$ cat config.mk
export PLATFORM = sky130hd
export DESIGN_NAME = pipe_hazard_ctrl_flat
export DESIGN_NICKNAME = d
export VERILOG_FILES = /design/src/rtl/pipe_hazard_ctrl_pkg.sv /design/src/rtl/pipe_hazard_ctrl_if.sv /design/src/rtl/pipe_hazard_ctrl_ram_wait.sv /design/src/rtl/pipe_hazard_ctrl.sv /design/src/flat_wrapper.sv
export SDC_FILE = /design/constraint.sdc
export NUM_CORES = 1
export LEC_CHECK = 0
export CAP_MARGIN = 20
export CORE_UTILIZATION = 38
export DETAILED_ROUTE_END_ITERATION = 10
export GPL_ROUTABILITY_DRIVEN = 0
export PLACE_DENSITY = 0.77
export SKIP_CTS_REPAIR_TIMING = 1
export SYNTH_ARGS = -nofsm -noshare
export SYNTH_HDL_FRONTEND = slang
export SYNTH_HIERARCHICAL = 1
export SYNTH_SLANG_ARGS = --single-unit
$ cat constraint.sdc
create_clock -name clk -period 2.37 [get_ports clk]
set_clock_uncertainty 0.2 [all_clocks]
set_input_delay 0.3555 -clock clk [delete_from_list [all_inputs] [get_ports clk]]
set_output_delay 0.3555 -clock clk [all_outputs]
set_load 0.02 [all_outputs]
$ cat src/rtl/pipe_hazard_ctrl_pkg.sv
// Shared encodings for the hazard controller.
// Register codes, enable levels, RAM op codes, FSM states.
package pipe_hazard_ctrl_pkg;

    localparam logic [3:0] REG_R0 = 4'd0;
    localparam logic [3:0] REG_R1 = 4'd1;
    localparam logic [3:0] REG_R2 = 4'd2;
    localparam logic [3:0] REG_R3 = 4'd3;
    localparam logic [3:0] REG_R4 = 4'd4;
    localparam logic [3:0] REG_R5 = 4'd5;
    localparam logic [3:0] REG_R6 = 4'd6;
    localparam logic [3:0] REG_R7 = 4'd7;
    localparam logic [3:0] REG_SP = 4'd8;
    localparam logic [3:0] REG_IH = 4'd9;
    localparam logic [3:0] REG_RA = 4'd10;
    localparam logic [3:0] REG_T  = 4'd11;

    localparam logic PAUSE_ENABLE = 1'b1;
    localparam logic FLUSH_ENABLE = 1'b1;

    localparam logic RAM_READ  = 1'b0;
    localparam logic RAM_WRITE = 1'b1;

    typedef enum logic {
        HZ_RUN      = 1'b0,
        HZ_MEM_WAIT = 1'b1
    } hz_state_e;

    typedef struct packed {
        logic pc_pause;
        logic fi_pause;
        logic ie_pause;
        logic em_pause;
        logic fi_flush;
        logic ie_flush;
    } hz_ctrl_t;

endpackage

$ cat src/rtl/pipe_hazard_ctrl_if.sv
// Pipeline-side bundle seen by the hazard controller.
// master = datapath, slave = controller.
interface pipe_hazard_ctrl_if;

    logic        id_REG_A_en;
    logic        id_REG_B_en;
    logic [3:0]  id_REG_ADDR_A;
    logic [3:0]  id_REG_ADDR_B;
    logic        ie_WB_en;
    logic [3:0]  ie_WB_ADDR;
    logic        ie_RAM_EN_op;
    logic        ie_RAM_op;
    logic        ie_JUMP;
    logic        em_RAM_EN_op;
    logic [15:0] em_RAM_ADDR;

    logic        pc_PAUSE;
    logic        fi_PAUSE;
    logic        ie_PAUSE;
    logic        em_PAUSE;
    logic        fi_FLUSH;
    logic        ie_FLUSH;

    modport master (
        output id_REG_A_en, id_REG_B_en,
        output id_REG_ADDR_A, id_REG_ADDR_B,
        output ie_WB_en, ie_WB_ADDR,
        output ie_RAM_EN_op, ie_RAM_op, ie_JUMP,
        output em_RAM_EN_op, em_RAM_ADDR,
        input  pc_PAUSE, fi_PAUSE, ie_PAUSE, em_PAUSE,
        input  fi_FLUSH, ie_FLUSH
    );

    modport slave (
        input  id_REG_A_en, id_REG_B_en,
        input  id_REG_ADDR_A, id_REG_ADDR_B,
        input  ie_WB_en, ie_WB_ADDR,
        input  ie_RAM_EN_op, ie_RAM_op, ie_JUMP,
        input  em_RAM_EN_op, em_RAM_ADDR,
        output pc_PAUSE, fi_PAUSE, ie_PAUSE, em_PAUSE,
        output fi_FLUSH, ie_FLUSH
    );

endinterface

$ cat src/rtl/pipe_hazard_ctrl_ram_wait.sv
// Wait FSM for MEM accesses into instruction RAM.
// Flags FREEZE cycles and the one FINAL cycle of each access.
module hazard_ram_wait
    import pipe_hazard_ctrl_pkg::*;
#(
    parameter int unsigned RAM_WAIT_CYCLES = 1
) (
    input  logic clk,
    input  logic rst,
    input  logic conflict_i,
    output logic freeze_o,
    output logic final_o
);

    localparam logic [3:0] WAIT_INIT = 4'(RAM_WAIT_CYCLES - 1);

    hz_state_e  state_q, state_d;
    logic [3:0] wait_q, wait_d;

    // State and remaining-wait registers.
    always_ff @(posedge clk) begin
        if (rst) begin
            state_q <= HZ_RUN;
            wait_q  <= 4'd0;
        end else begin
            state_q <= state_d;
            wait_q  <= wait_d;
        end
    end

    // Next state plus FREEZE / FINAL classification of this cycle.
    always_comb begin
        state_d  = state_q;
        wait_d   = wait_q;
        freeze_o = 1'b0;
        final_o  = 1'b0;
        unique case (state_q)
            HZ_RUN: begin
                if (conflict_i) begin
                    if (RAM_WAIT_CYCLES > 1) begin
                        freeze_o = 1'b1;
                        state_d  = HZ_MEM_WAIT;
                        wait_d   = WAIT_INIT;
                    end else begin
                        final_o = 1'b1;
                    end
                end
            end
            HZ_MEM_WAIT: begin
                if (wait_q > 4'd1) begin
                    freeze_o = 1'b1;
                    wait_d   = wait_q - 4'd1;
                end else begin
                    final_o = 1'b1;
                    state_d = HZ_RUN;
                    wait_d  = 4'd0;
                end
            end
            default: begin
                state_d = HZ_RUN;
                wait_d  = 4'd0;
            end
        endcase
    end

endmodule

$ cat src/rtl/pipe_hazard_ctrl.sv
// Pipeline hazard controller: load-use, taken jump, instruction-RAM conflict.
// Drives PAUSE/FLUSH of PC, IF/ID, ID/EXE, EXE/MEM; counts stall cycles.
module pipe_hazard_ctrl
    import pipe_hazard_ctrl_pkg::*;
#(
    parameter int unsigned RAM_WAIT_CYCLES = 1,
    parameter logic [15:0] INST_SPACE_TOP  = 16'h8000,
    parameter int unsigned PERF_W          = 16
) (
    input  logic               clk,
    input  logic               rst,
    pipe_hazard_ctrl_if.slave  hz,
    input  logic               perf_clr,
    output logic [PERF_W-1:0]  perf_stall_cnt
);

    logic        conflict;
    logic        load_use;
    logic        freeze;
    logic        final_cyc;
    logic        a_hit;
    logic        b_hit;
    hz_ctrl_t    ctrl;
    logic [PERF_W-1:0] perf_q, perf_d;

    assign conflict = hz.em_RAM_EN_op
                    & (hz.em_RAM_ADDR < INST_SPACE_TOP);

    assign a_hit = hz.id_REG_A_en
                 & (hz.id_REG_ADDR_A == hz.ie_WB_ADDR);
    assign b_hit = hz.id_REG_B_en
                 & (hz.id_REG_ADDR_B == hz.ie_WB_ADDR);

    assign load_use = hz.ie_RAM_EN_op
                    & (hz.ie_RAM_op == RAM_READ)
                    & hz.ie_WB_en
                    & (a_hit | b_hit);

    hazard_ram_wait #(
        .RAM_WAIT_CYCLES (RAM_WAIT_CYCLES)
    ) u_ram_wait (
        .clk        (clk),
        .rst        (rst),
        .conflict_i (conflict),
        .freeze_o   (freeze),
        .final_o    (final_cyc)
    );

    // Priority: freeze, jump, load-use, lost fetch on FINAL.
    // Every branch drives each register with PAUSE or FLUSH, never both.
    always_comb begin
        ctrl = '0;
        if (rst) begin
            ctrl = '0;
        end else if (freeze) begin
            ctrl.pc_pause = PAUSE_ENABLE;
            ctrl.fi_pause = PAUSE_ENABLE;
            ctrl.ie_pause = PAUSE_ENABLE;
            ctrl.em_pause = PAUSE_ENABLE;
        end else if (hz.ie_JUMP) begin
            ctrl.fi_flush = FLUSH_ENABLE;
            ctrl.ie_flush = FLUSH_ENABLE;
        end else if (load_use) begin
            ctrl.pc_pause = PAUSE_ENABLE;
            ctrl.fi_pause = PAUSE_ENABLE;
            ctrl.ie_flush = FLUSH_ENABLE;
        end else if (final_cyc) begin
            ctrl.pc_pause = PAUSE_ENABLE;
            ctrl.fi_flush = FLUSH_ENABLE;
        end
    end

    assign hz.pc_PAUSE = ctrl.pc_pause;
    assign hz.fi_PAUSE = ctrl.fi_pause;
    assign hz.ie_PAUSE = ctrl.ie_pause;
    assign hz.em_PAUSE = ctrl.em_pause;
    assign hz.fi_FLUSH = ctrl.fi_flush;
    assign hz.ie_FLUSH = ctrl.ie_flush;

    // Saturating stall counter; clear beats increment.
    always_comb begin
        perf_d = perf_q;
        if (perf_clr) begin
            perf_d = '0;
        end else if (ctrl.pc_pause && (perf_q != '1)) begin
            perf_d = perf_q + 1'b1;
        end
    end

    // Stall counter register.
    always_ff @(posedge clk) begin
        if (rst) begin
            perf_q <= '0;
        end else begin
            perf_q <= perf_d;
        end
    end

    assign perf_stall_cnt = perf_q;

endmodule

$ cat src/flat_wrapper.sv
// flat-port wrapper written by rule: the top's interface ports become plain ports
module pipe_hazard_ctrl_flat import pipe_hazard_ctrl_pkg::*;
#(
    parameter int unsigned RAM_WAIT_CYCLES = 1,
    parameter logic [15:0] INST_SPACE_TOP  = 16'h8000,
    parameter int unsigned PERF_W          = 16
)
  (clk, rst, perf_clr, perf_stall_cnt, hz_id_REG_A_en, hz_id_REG_B_en, hz_id_REG_ADDR_A, hz_id_REG_ADDR_B, hz_ie_WB_en, hz_ie_WB_ADDR, hz_ie_RAM_EN_op, hz_ie_RAM_op, hz_ie_JUMP, hz_em_RAM_EN_op, hz_em_RAM_ADDR, hz_pc_PAUSE, hz_fi_PAUSE, hz_ie_PAUSE, hz_em_PAUSE, hz_fi_FLUSH, hz_ie_FLUSH);
  pipe_hazard_ctrl_if hz_i ();
  input  logic clk;
  input  logic rst;
  input  logic perf_clr;
  output logic [PERF_W-1:0] perf_stall_cnt;
  input wire logic [$bits(hz_i.id_REG_A_en)-1:0] hz_id_REG_A_en;
  input wire logic [$bits(hz_i.id_REG_B_en)-1:0] hz_id_REG_B_en;
  input wire logic [$bits(hz_i.id_REG_ADDR_A)-1:0] hz_id_REG_ADDR_A;
  input wire logic [$bits(hz_i.id_REG_ADDR_B)-1:0] hz_id_REG_ADDR_B;
  input wire logic [$bits(hz_i.ie_WB_en)-1:0] hz_ie_WB_en;
  input wire logic [$bits(hz_i.ie_WB_ADDR)-1:0] hz_ie_WB_ADDR;
  input wire logic [$bits(hz_i.ie_RAM_EN_op)-1:0] hz_ie_RAM_EN_op;
  input wire logic [$bits(hz_i.ie_RAM_op)-1:0] hz_ie_RAM_op;
  input wire logic [$bits(hz_i.ie_JUMP)-1:0] hz_ie_JUMP;
  input wire logic [$bits(hz_i.em_RAM_EN_op)-1:0] hz_em_RAM_EN_op;
  input wire logic [$bits(hz_i.em_RAM_ADDR)-1:0] hz_em_RAM_ADDR;
  output wire logic [$bits(hz_i.pc_PAUSE)-1:0] hz_pc_PAUSE;
  output wire logic [$bits(hz_i.fi_PAUSE)-1:0] hz_fi_PAUSE;
  output wire logic [$bits(hz_i.ie_PAUSE)-1:0] hz_ie_PAUSE;
  output wire logic [$bits(hz_i.em_PAUSE)-1:0] hz_em_PAUSE;
  output wire logic [$bits(hz_i.fi_FLUSH)-1:0] hz_fi_FLUSH;
  output wire logic [$bits(hz_i.ie_FLUSH)-1:0] hz_ie_FLUSH;
  assign hz_i.id_REG_A_en = hz_id_REG_A_en;
  assign hz_i.id_REG_B_en = hz_id_REG_B_en;
  assign hz_i.id_REG_ADDR_A = hz_id_REG_ADDR_A;
  assign hz_i.id_REG_ADDR_B = hz_id_REG_ADDR_B;
  assign hz_i.ie_WB_en = hz_ie_WB_en;
  assign hz_i.ie_WB_ADDR = hz_ie_WB_ADDR;
  assign hz_i.ie_RAM_EN_op = hz_ie_RAM_EN_op;
  assign hz_i.ie_RAM_op = hz_ie_RAM_op;
  assign hz_i.ie_JUMP = hz_ie_JUMP;
  assign hz_i.em_RAM_EN_op = hz_em_RAM_EN_op;
  assign hz_i.em_RAM_ADDR = hz_em_RAM_ADDR;
  assign hz_pc_PAUSE = hz_i.pc_PAUSE;
  assign hz_fi_PAUSE = hz_i.fi_PAUSE;
  assign hz_ie_PAUSE = hz_i.ie_PAUSE;
  assign hz_em_PAUSE = hz_i.em_PAUSE;
  assign hz_fi_FLUSH = hz_i.fi_FLUSH;
  assign hz_ie_FLUSH = hz_i.ie_FLUSH;
  pipe_hazard_ctrl #(.RAM_WAIT_CYCLES(RAM_WAIT_CYCLES), .INST_SPACE_TOP(INST_SPACE_TOP), .PERF_W(PERF_W)) u_core (.clk(clk), .rst(rst), .hz(hz_i), .perf_clr(perf_clr), .perf_stall_cnt(perf_stall_cnt));
endmodule
### Word level (Yosys, flattened, before mapping)

Index checks and enable logic that the tools add are counted.

| operators by class | value |
|---|---|
| $add $sub $neg | 2 |
| order comparisons | 2 |
| equality and inequality tests | 3 |
| mux-type cells | 16 |
| bitwise gates (word level) | 9 |
| reduce and logical (&&, ||, !) cells | 2 |

Operator list:

| kind | number |
|---|---|
| adder 16 x 1 -> 16 bit, second input constant | 1 |
| < comparator 16 bit, second input constant | 1 |
| inequality test 16 bit, second input constant | 1 |
| 2-to-1 mux 2 bit | 5 |
| equality test 4 bit | 2 |
| 2-to-1 mux 1 bit | 8 |
| AND 1 bit | 6 |
| 2-to-1 mux 6 bit | 1 |
| > comparator 4 x 1 -> 1 bit, second input constant | 1 |
| 2-to-1 mux 4 bit | 1 |
| subtractor 4 x 1 -> 4 bit, second input constant | 1 |
| inverter 1 bit | 2 |
| one-hot mux 1 bit (2 select lines) | 1 |
| OR reduction 2 bit | 1 |
| logical AND 1 bit | 1 |
| OR 1 bit | 1 |

| storage, ports and cells | value |
|---|---|
| register bits | 21 |
| bits of input ports | 38 |
| output and inout port bits | 22 |

### Logic depth before layout (Yosys ltp)

| depth | value |
|---|---|
| depth in word-level cells | 10 |
| depth in mapped cells | 11 |

### Hierarchy

Netlist, hierarchy kept.

Modules (own cells, without submodules):

| module | times used | cells an instance | area each (µm²) | sequential area each (µm²) |
|---|---|---|---|---|
| pipe_hazard_ctrl | 1 | 141 | 1104.8 | 320.3 |
| hazard_ram_wait | 1 | 29 | 275.3 | 100.1 |

### Least setup slack after synthesis

Ideal clock, no wire load.

| timing path | value |
|---|---|
| path kind | reg-to-reg |
| start | reg u_core.u_ram_wait.wait_q[0] |
| end | reg u_core.perf_q[12], in the netlist u_core/perf_stall_cnt[12] |
| data arrival time | 2088 ps |
| required time | 2025 ps |
| path slack | -63 ps |
| stages on the path, launching flop included | 11 |
| clock period less this slack | 2433 ps |
| cell sequence | dfxtp_1 -> inv_1 -> ha_1 -> nor2_2 -> o31ai_1 -> inv_1 -> or2_2 -> o31ai_4 -> inv_1 -> a41oi_1 -> a311oi_1 |

| on the way | value |
|---|---|
| elaborated cells between the ends (all ways) | 11 |
| those cells by class | order compare (1); mux (9); reduce/logical (1) |

RTL lines:

| item | RTL line | text |
|---|---|---|
| start, declared | pipe_hazard_ctrl_ram_wait.sv:18 | `logic [3:0] wait_q, wait_d;` |
| start signal, assigned | pipe_hazard_ctrl_ram_wait.sv:27 | `wait_q <= wait_d;` |
| > comparator 4 x 1 -> 1 bit | pipe_hazard_ctrl_ram_wait.sv:50 | `if (wait_q > 4'd1) begin` |
| 2-to-1 mux 1 bit | pipe_hazard_ctrl_ram_wait.sv:50 |  |
| 2-to-1 mux 1 bit | pipe_hazard_ctrl_ram_wait.sv:37 | `unique case (state_q)` |
| via u_core.freeze | pipe_hazard_ctrl.sv:19 | `logic freeze;` |
| 2-to-1 mux 2 bit | pipe_hazard_ctrl.sv:55 | `end else if (freeze) begin` |
| 2-to-1 mux 6 bit | pipe_hazard_ctrl.sv:53 | `if (rst) begin` |
| via hz_pc_PAUSE | flat_wrapper.sv:25 | `output wire logic [$bits(hz_i.pc_PAUSE)-1:0] hz_pc_PAUSE;` |
| logical AND 1 bit | pipe_hazard_ctrl.sv:85 | `end else if (ctrl.pc_pause && (perf_q != '1)) begin` |
| end signal, assigned | pipe_hazard_ctrl.sv:95 | `perf_q <= perf_d;` |
| end, declared | pipe_hazard_ctrl.sv:24 | `logic [PERF_W-1:0] perf_q, perf_d;` |

The timed path passes the listed nets, and every way through them passes these cells.
A chain may end at the register's enable or synchronous reset.

### Worst setup path in the final report

| timing path | value |
|---|---|
| start | reg u_core.u_ram_wait.wait_q[0] |
| end | out hz_pc_PAUSE |

| on the way | value |
|---|---|
| elaborated cells between the ends (all ways) | 10 |
| those cells by class | order compare (1); mux (9) |

RTL lines:

| item | RTL line |
|---|---|
| > comparator 4 x 1 -> 1 bit | pipe_hazard_ctrl_ram_wait.sv:50 |
| 2-to-1 mux 1 bit | pipe_hazard_ctrl_ram_wait.sv:50 |
| 2-to-1 mux 1 bit | pipe_hazard_ctrl_ram_wait.sv:37 |
| via u_core.freeze | pipe_hazard_ctrl.sv:19 |
| 2-to-1 mux 2 bit | pipe_hazard_ctrl.sv:55 |
| 2-to-1 mux 6 bit | pipe_hazard_ctrl.sv:53 |
| end, declared | flat_wrapper.sv:25 |

The timed path passes the listed nets, and every way through them passes these cells.

==> metrics.md <==
| Metric | Value |
|---|---|
| Crit-path cells | inv_4 -> ha_4 -> nor2_4 -> o31ai_4 -> inv_2 -> or2_4 -> o31ai_4 -> inv_2 -> buf_6 |
| Die ar. | 3880 um^2 |
| Global Route Usage Sum | 18.2% |
| DP Area | just over 2000 um^2 |
| # Max-Cap Violations | 0 |
| Top Ports | 60 |
| Synth Cell Area | 1380 um^2 |
| Layout cells sized above 1 | 30.9% |
| Total number of vias | 1579 |
| H-tree depth | 1 |
| Final core occ | 65.3% |
| Unrepaired setup endpoints after global routing | true |
| Synth top cells by count | dfxtp_1, a21oi_1, nand2_1 |
| Synth top area share | a little under a third |
| Die H | 62.3 um |
| Core box area | 3420 um^2 |
| P&R area growth vs syn | 61.6% |
| Mux cell area share after synthesis | 4.35% |
| Most common cell in the netlist | dfxtp_1 |
| CP max FO | 4 |
| Top delay family on crit path | compound AO/OA/AOI/OAI gates |
| Final Power | 0.000645 W |
| Crit path buf inv count | 4 |
| Sink Count | 21 |
| Failing checks | negative setup slack |
| Final Hold Vio Count | 0 |
| Slew Viols, Final | 0 |
| Clock slew at reported path FFs | ~0.14 ns |
| GR Overflow Total | 0 |
| Via density | 5.46 |
| Largest net degree at the start of global routing | 14 |
| Drt initial violations | 105 |
| DRT Pass-1 Iters | 4 |
| Effective utilization at floorplan | 40.4% |
| Critical path arrival | roughly 2.0 ns |
| Slew HR | between 50 and 60% |
| Final min period | around 2.6 ns |
| Post-synthesis compound-gate area fraction | roughly a fifth |
| Simple-gate share of the synthesized area | 30.8% |
| Yosys warns | 6 |
| Clock root cell | clkbuf_4 |
| Post-synthesis cell type count | 49 |
| Status | complete, but fails checks |
| Remaining antenna violation count after routing | 0 |
| Main combinational cell family by area after synthesis | simple AND/OR/NAND/NOR gates |
| Pleak | 0.836 nW |
| Initial antenna violation count | 0 |
| Multi-input gate area | 983 um^2 |
| Core Rows | 21 |
| Area contributors post-synth | dfxtp_1, a21oi_1, mux2i_1 |
| F_max | 0.385 GHz |
| Max Used Layer | met4 |
| Buffers on Ports | 44 |
| Met3 wire length | 233 um |
| Area leader, netlist | dfxtp_1 |
| Worst-margin pin slew | roughly 0.66 ns |
| Critical Path End Type | primary output |
| Synthesized instance count | 170 |
| Worst Setup Path Type | flip-flop to primary output |
| Syn nets | 211 |
| Main synth FF type | dfxtp_1 |
| Final period util | 110% |
| Synthesis-stage register bit count | 21 |
| Crit-path max cell delay | 0.39 ns |
| Vias in the first global route | 1387 |
| DR WL/cell | 13.6 um |
| Ant diodes | 0 |
| CTS Buf Count | 3 |
| Worst hold path type | flip-flop to flip-flop |
| Setup crit start kind | flip-flop |
| Setup-failing EPs final | 3 |
| Die Span X | 62.3 um |
| CTS tree | yes |
| Detailed Route WL | 3940 um |
| Clock Tree Buf Depth | 2 |
| Dpl hpwl | 2770 um |
| Final worst slack | -0.227 ns |
| Critical Path Slowest Stage Cell | dfxtp_4 |
| WL met1 | approximately 1700 um |
| Synth Area in Adders | 2.72% |
| FF+latch area | 425 um^2 |
| Fill count | 284 |
| Design Area, Final | roughly 2200 um^2 |
| XOR/XNOR Fraction of Synth Area | 5.08% |
| First-pass GRT wire length | 5780 um |
| Async SR Flop Fraction | 0% |
| Data required, critical path | 1.81 ns |
| Net count, final | 285 |
| Detailed-route DRC error count | 0 |
| Avg Inst Size Synth | 8.12 um^2 |
| Number of synthesized flops with an enable pin | 0 |
| Met2 WL | 1920 um |
| Clk_lat worst skew | 0.31 ns |
| Maximum vdd drop | 0.193 mV |
| Register area share after synthesis | 30.5% |
| PD cells | 289 nW/um^2 |
==> layer usage <==
metal | track usage (%) | vias to the layer above
li1 | - | 768
met4 | 6.40 | 0
met1 | 22.9 | 731
met2 | 31.2 | 76
met3 | 3.13 | 4
met5 | 0 | -
==> cell families after synthesis <==
kind of cell | Yosys count
buf+inv | 16
xor+xnor | 8
compound gates | 43
simple gates | 73
mux | 6
fa+ha+maj | 3
flops | 21
==> worst reg2reg max path, cell delays in order (launching register included) <==
cell and delay (ns):
dfxtp_4 0.40, inv_4 0.05, ha_4 0.16, nor2_4 0.11
o31ai_4 0.10, inv_2 0.07, buf_4 0.13, inv_4 0.04
a21oi_4 0.15, o311ai_1 0.23, or4_1 0.51, a21oi_1 0.14
==> where the power goes <==
part / internal, W / total [W] / switching, W
registers: 0.000352 / 0.000352 / 0.000000347
logic: 0.0000649 / 0.000110 / 0.0000454
clock network: 0.0000643 / 0.000182 / 0.000118
==> area by class of cell <==
class | instances | area share [%]
timing repair buffer | 76 | 31.0
clock inverter | 1 | 0.337
tap | 46 | 2.58
clock buffer | 3 | 1.01
multi-input combinational | 133 | 44.1
sequential | 21 | 19.1
inverter | 9 | 1.85
==> cells in the final DEF, fill, tap and decap left out, types with 2 or more instances in the layout <==
cell and count:
a211oi_2 2, a21oi_1 16, and3_2 2, buf_4 33
buf_6 3, clkbuf_4 3, clkdlybuf4s50_1 30, dfxtp_1 19
dlymetal6s2s_1 8, ha_4 2, inv_1 4, inv_2 2
inv_4 3, mux2i_1 6, nand2_1 14, nand3_1 8
nand4_1 3, nor2_1 7, nor2_4 3, nor3_1 4
nor4_1 2, o21a_1 3, o21ai_0 6, o31ai_1 2
o31ai_4 2, or2_4 2, or3_1 9, or3_2 2
or4_1 4, xnor2_1 4, xor2_1 4
==> final timing paths <==
kind,start,endpoint,slack [ns],cells after the start
setup / recovery,u_core/u_ram_wait/wait_q[0]$_SDFFE_PP0P_,hz_pc_PAUSE,-0.23,9
hold reg to reg,u_core/perf_stall_cnt[4]$_SDFFE_PP0P_,u_core/perf_stall_cnt[4]$_SDFFE_PP0P_,0.31,2
setup reg to reg,u_core/u_ram_wait/wait_q[0]$_SDFFE_PP0P_,u_core/perf_stall_cnt[11]$_SDFFE_PP0P_,0.01,11
hold / removal,u_core/perf_stall_cnt[4]$_SDFFE_PP0P_,u_core/perf_stall_cnt[4]$_SDFFE_PP0P_,0.31,2
==> state kept, by name (all words and copies together) (netlist names) <==
name / flops
u_core/u_ram_wait/wait_q: 4
u_core/perf_stall_cnt: 16
u_core/u_ram_wait/state_q: 1
==> through the flow <==
step                TNS (ns)  cells  hold WS [ns]  setup slack (ns)
global placement       -4.39    281         0.282            -0.538
detailed placement     -6.07    281         0.286            -0.625
floorplan           -0.00437    170         0.225          -0.00437
CTS                    -4.86    285         0.308            -0.809
finish                -0.346    289         0.312            -0.227
global route           -1.25    289         0.344            -0.346
Note: power is estimated with default switching activity, not from simulation.
